[config.mk]
export PLATFORM = sky130hd
export DESIGN_NAME = z80_cpu_ce_gen
export DESIGN_NICKNAME = d
export VERILOG_FILES = /design/src/rtl/z80_cpu_ce_gen.sv
export SDC_FILE = /design/constraint.sdc
export NUM_CORES = 1
export LEC_CHECK = 0
export ABC_AREA = 1
export BUFFER_PORTS_ARGS = -buffer_cell sky130_fd_sc_hd__buf_2
export CAP_MARGIN = 10
export CORE_UTILIZATION = 52
export CTS_CLUSTER_SIZE = 25
export DETAILED_ROUTE_END_ITERATION = 10
export PLACE_DENSITY = 0.8
export SETUP_SLACK_MARGIN = 0.15
export SLEW_MARGIN = 30
export SYNTH_ARGS = -nofsm -noshare
export SYNTH_HDL_FRONTEND = slang
export SYNTH_SLANG_ARGS = --single-unit
[constraint.sdc]
create_clock -name clk -period 1.4 [get_ports clk]
set_input_delay 0.21 -clock clk [delete_from_list [all_inputs] [get_ports clk]]
set_output_delay 0.21 -clock clk [all_outputs]
set_load 0.05 [all_outputs]
[src/rtl/z80_cpu_ce_gen.sv]
// z80_cpu_ce_gen: CPU clock-enable generator with programmable divider, stall handshake and wait states
`timescale 1ns/1ps
module z80_cpu_ce_gen #(
    parameter int DIV_W     = 4,
    parameter int NUM_STALL = 3,
    parameter int WAIT_W    = 3
) (
    input  logic                 clk,
    input  logic                 reset_n,
    input  logic [DIV_W-1:0]     div_sel,
    input  logic [NUM_STALL-1:0] stall_req,
    input  logic [NUM_STALL-1:0] stall_mask,
    input  logic                 wait_start,
    input  logic [WAIT_W-1:0]    wait_states,
    output logic                 cpu_ce,
    output logic [NUM_STALL-1:0] stall_ack,
    output logic                 stalled,
    output logic                 wait_active
);
    typedef enum logic [1:0] {S_RUN, S_WAIT, S_STALL} state_t;

    logic [DIV_W-1:0]     r_cnt;
    logic [DIV_W-1:0]     r_div_cur;
    logic [WAIT_W-1:0]    r_wcnt;
    logic                 r_wpend;
    state_t               r_state;
    state_t               r_ret;
    logic [NUM_STALL-1:0] w_live;
    logic                 w_tick;
    logic                 w_act;
    logic                 w_consume;

    assign w_live    = stall_req & ~stall_mask;
    assign w_act     = |w_live;
    assign w_tick    = r_cnt == r_div_cur;
    assign w_consume = w_tick & (r_state == S_RUN) & ~w_act;

    // prescaler; the new ratio is picked up only at a wrap so no period is ever cut short
    always_ff @(posedge clk or negedge reset_n) begin
        if (!reset_n) begin
            r_cnt     <= '0;
            r_div_cur <= '0;
        end else if (w_tick) begin
            r_cnt     <= '0;
            r_div_cur <= div_sel;
        end else begin
            r_cnt     <= r_cnt + 1'b1;
        end
    end

    // RUN/WAIT/STALL sequencer with registered ce, ack and state decodes
    always_ff @(posedge clk or negedge reset_n) begin
        if (!reset_n) begin
            r_state     <= S_RUN;
            r_ret       <= S_RUN;
            r_wcnt      <= '0;
            r_wpend     <= 1'b0;
            cpu_ce      <= 1'b0;
            stall_ack   <= '0;
            stalled     <= 1'b0;
            wait_active <= 1'b0;
        end else begin
            cpu_ce    <= 1'b0;
            stall_ack <= (r_state == S_STALL) ? w_live : '0;
            // a pulse coinciding with the consuming tick re-arms for the following tick
            r_wpend   <= wait_start | (r_wpend & ~w_consume);
            if (w_tick) begin
                case (r_state)
                    S_RUN: begin
                        if (w_act) begin
                            r_state <= S_STALL;
                            r_ret   <= S_RUN;
                            stalled <= 1'b1;
                        end else begin
                            cpu_ce <= 1'b1;
                            if (r_wpend && wait_states != '0) begin
                                r_wcnt      <= wait_states;
                                r_state     <= S_WAIT;
                                wait_active <= 1'b1;
                            end
                        end
                    end
                    S_WAIT: begin
                        if (w_act) begin
                            r_state     <= S_STALL;
                            r_ret       <= S_WAIT;
                            stalled     <= 1'b1;
                            wait_active <= 1'b0;
                        end else begin
                            r_wcnt <= r_wcnt - 1'b1;
                            if (r_wcnt == WAIT_W'(1)) begin
                                r_state     <= S_RUN;
                                wait_active <= 1'b0;
                            end
                        end
                    end
                    S_STALL: begin
                        if (!w_act) begin
                            r_state     <= r_ret;
                            stalled     <= 1'b0;
                            wait_active <= r_ret == S_WAIT;
                        end
                    end
                    default: begin
                        r_state     <= S_RUN;
                        stalled     <= 1'b0;
                        wait_active <= 1'b0;
                    end
                endcase
            end
        end
    end
endmodule

==> results.py <==
metrics = {
    "worst_setup_path": {
        "r2r_slack_ps": 90,
        "worstSetupStartpointType": "flop",
        "crit_fanout": 6,
        "crit_path_required_time_ps": 1610,
        "worstSetupPathType": "flop to flop",
        "crit_path_arrival_time_ps": 1520,
        "crit_path_end_kind": "flop",
    },
    "yosys": {
        "post_synth_inst_count": 137,
        "synth-edff-count": 0,
        "synth_top_area_cell": "sky130_fd_sc_hd__dfrtp_1",
        "synth_top_cells_by_count": "sky130_fd_sc_hd__nand2_1, sky130_fd_sc_hd__dfrtp_1, sky130_fd_sc_hd__inv_1",
        "synth_area_um2": 1067,
        "synth_seq_area_share_pct": 49.24,
        "postSynth.topFlopCell": "sky130_fd_sc_hd__dfrtp_1",
        "syn_nets": 156,
        "yosys_warnings": 0,
        "synth_most_common_cell": "sky130_fd_sc_hd__nand2_1",
        "post_synthesis_sequential_element_count": 21,
        "synthTopCellsByArea": "sky130_fd_sc_hd__dfrtp_1, sky130_fd_sc_hd__nand2_1, sky130_fd_sc_hd__inv_1",
        "syn-mean-instance-area_um2": 7.790,
        "post_synth_num_cell_types": 18,
        "yosys.area.top_type_share_pct": 49.24,
        "asyncSetResetFlopFracSynth_pct": 100.0,
    },
    "cts": {
        "tritoncts": "built",
        "clock-root-buffer": "sky130_fd_sc_hd__clkbuf_4",
        "cts_inserted_buffers": 3,
        "cts_num_sinks": 21,
        "max-clock-path-buffers": 2,
        "htree_num_levels": 1,
        "clk_pin_slew_worst_paths_ps": 110,
        "clk_latency_ps": 310,
    },
    "global_routing": {
        "grt_pass1_wl_mm": 3.401,
        "grt_util_met2_pct": 34.25,
        "first_global_vias": 863,
        "gr-max-usage-layer": "met2",
        "grt_util_all_layers_pct": 21.74,
        "grt_use_met1_pct": 28.37,
        "grt_start_max_net_pins": 22,
        "number_of_antenna_violations_at_the_first_check_in_global_routing": 0,
        "met3_usage_pct": 3.846,
        "grt-ovfl-total": 0,
    },
    "timing": {
        "rsz_0062_raised_after_global_routing": "true",
        "tightestPinTransition_ps": 461.6,
        "final_period_minus_worst_setup_slack_ps": 1309,
        "finalHoldViolations": 0,
        "clock_skew_ps": 7.378,
        "timing.slew.headroom_pct": 69.22,
        "fmax_mhz": 763.9,
        "timing.final.max_slew_violations": 0,
        "final.period_utilization_pct": 93.51,
        "final-setup-viol-count": 0,
    },
    "placed_design": {
        "place.detailed.instances": 185,
        "hpwlAfterDp_mm": 1.494,
        "routabilityCongestion": 0.8704,
        "io_buffer_count": 21,
    },
    "route": {
        "wl_mm": 2.431,
        "drtPass1Iterations": 4,
        "post_drt_via_cell_ratio": 5.000,
        "drc": 0,
        "ant_nets": 0,
        "dr_total_vias": 1005,
        "detailedRoute.firstIterationViolations": 29,
        "drt-wirelength-per-cell_um": 12.09,
    },
    "final_layout": {
        "drive_gt1_share_pct": 32.76,
        "post-route-util_pct": 73.39,
        "num_antenna_cells": 0,
        "area_growth_pct": 33.53,
        "finalNetCount": 194,
        "finalNonFillerCells": 201,
    },
    "run": {
        "timing.max_cap.violations": 0,
    },
    "power": {
        "worst_ir_drop_vdd_mv": 1.223,
        "powerDensity_nw_per_um2": 2215,
        "cellLeakagePower_nw": 0.7990,
    },
    "die": {
        "start_util_pct": 54.96,
        "die_w_um": 47.31,
        "std_cell_rows": 16,
        "count_of_pins_on_the_block_boundary": 22,
        "core_region_area_um2": 1942,
        "die_area_um2": 2238,
        "chip_height_um": 47.31,
    },
    "min_path": {
        "hold_path_class": "input pin to flop",
    },
    "outcome": {
        "run_status": "completed",
    },
}
## metrics by stage
| stage | power, W | hold slack [ps] | TNS (ps) | setup slack [ps] | cell area [um^2] |
|---|---|---|---|---|---|
| finish | 0.003157 | 93.95 | 0 | 90.87 | 1425 |
| CTS | 0.002738 | 108.0 | 0 | 113.5 | 1320 |
| floorplan | 0.001968 | -85.59 | 0 | 177.5 | 1067 |
| detailed placement | 0.002257 | 184.9 | 0 | 10.96 | 1211 |
| global placement | 0.002209 | 182.2 | 0 | 45.26 | 1211 |
| global route | 0.003379 | 109.2 | -5.744 | -3.219 | 1425 |
## cells in the final DEF (no fill, tap or decap), types with 2 or more instances in the layout
master,synthesis,routed
sky130_fd_sc_hd__nand4_1,4,4
sky130_fd_sc_hd__inv_1,20,19
sky130_fd_sc_hd__nand3_2,1,3
sky130_fd_sc_hd__buf_6,0,2
sky130_fd_sc_hd__nand3_1,4,2
sky130_fd_sc_hd__nand2_1,44,42
sky130_fd_sc_hd__inv_2,1,2
sky130_fd_sc_hd__dfrtp_1,21,21
sky130_fd_sc_hd__nor2_2,1,8
sky130_fd_sc_hd__xnor2_1,2,2
sky130_fd_sc_hd__buf_4,0,8
sky130_fd_sc_hd__nor2_1,19,9
sky130_fd_sc_hd__o21ai_1,0,7
sky130_fd_sc_hd__ha_1,3,3
sky130_fd_sc_hd__nand2_4,0,2
sky130_fd_sc_hd__o21ai_0,11,4
sky130_fd_sc_hd__clkbuf_4,0,3
sky130_fd_sc_hd__nor2_4,1,4
sky130_fd_sc_hd__buf_2,0,21
## critical path, cell delays in order, from the launching register on
cell,delay (ps)
sky130_fd_sc_hd__dfrtp_1,490
sky130_fd_sc_hd__inv_1,100
sky130_fd_sc_hd__nor2_1,210
sky130_fd_sc_hd__nand2_1,110
sky130_fd_sc_hd__inv_1,80
sky130_fd_sc_hd__nor2_2,50
sky130_fd_sc_hd__nand3_1,100
sky130_fd_sc_hd__nand2_1,60
## layout make-up
| type | count | area, um^2 |
|---|---|---|
| clock buffer | 4 | 26.28 |
| fill | 148 | 516.7 |
| inverter | 22 | 90.09 |
| multi-input combinational | 93 | 506.7 |
| sequential | 21 | 525.5 |
| tap | 27 | 33.78 |
| timing repair buffer | 34 | 242.7 |
## sequential cells by signal (all words and copies together), names as in the netlist
register     flops
stall_ack        3
r_cnt            4
stalled          1
r_ret            1
cpu_ce           1
r_div_cur        4
r_state          2
r_wpend          1
wait_active      1
r_wcnt           3
## worst paths after layout
path,from,to,depth (start not counted)
max,r_state[1],r_state[0],7
min,wait_start,r_wpend,2
max reg2reg,r_state[1],r_state[0],7
min reg2reg,wait_active,wait_active,2
max in group asynchronous,reset_n,r_wpend,2
min in group asynchronous,reset_n,r_div_cur[0],2
## logic make-up (layout without fill, tap and decap cells)
kind of cell | after synthesis | in the layout | synth area share, %
AOI/OAI and AO/OA | 12 | 12 | 5.862
xor gates and xnor gates | 3 | 3 | 2.462
buffers and inverters | 23 | 60 | 9.378
DFF | 21 | 21 | 49.24
adders and majority gates | 3 | 3 | 3.517
and+or+nand+nor | 75 | 75 | 29.54
## layer usage
layer  routed length, um  vias to the layer above  part of all wire, %
li1                    -                      494                    -
met3                  81                        7                  3.3
met4                  67                        0                  2.8
met2                1260                       29                   52
met5                   0                        -                    0
met1                1022                      475                   42
## where the power goes
| part | switching (W) | internal (W) | total (W) |
|---|---|---|---|
| Combinational | 0.00105 | 0.000765 | 0.00182 |
| Clock | 0.000189 | 0.000111 | 0.000300 |
| Sequential | 0.000190 | 0.000847 | 0.00104 |
| Total | 0.00143 | 0.00172 | 0.00316 |
## what timing repair did
item	CTS	global route
gates cloned	0	1
resized for setup	9	22
pin swaps	6	7
hold endpoints to repair	21	0
setup endpoints to repair	9	17
hold buffers	1	0
buffers inserted	7	3
Power figures use the tool's default switching activity.
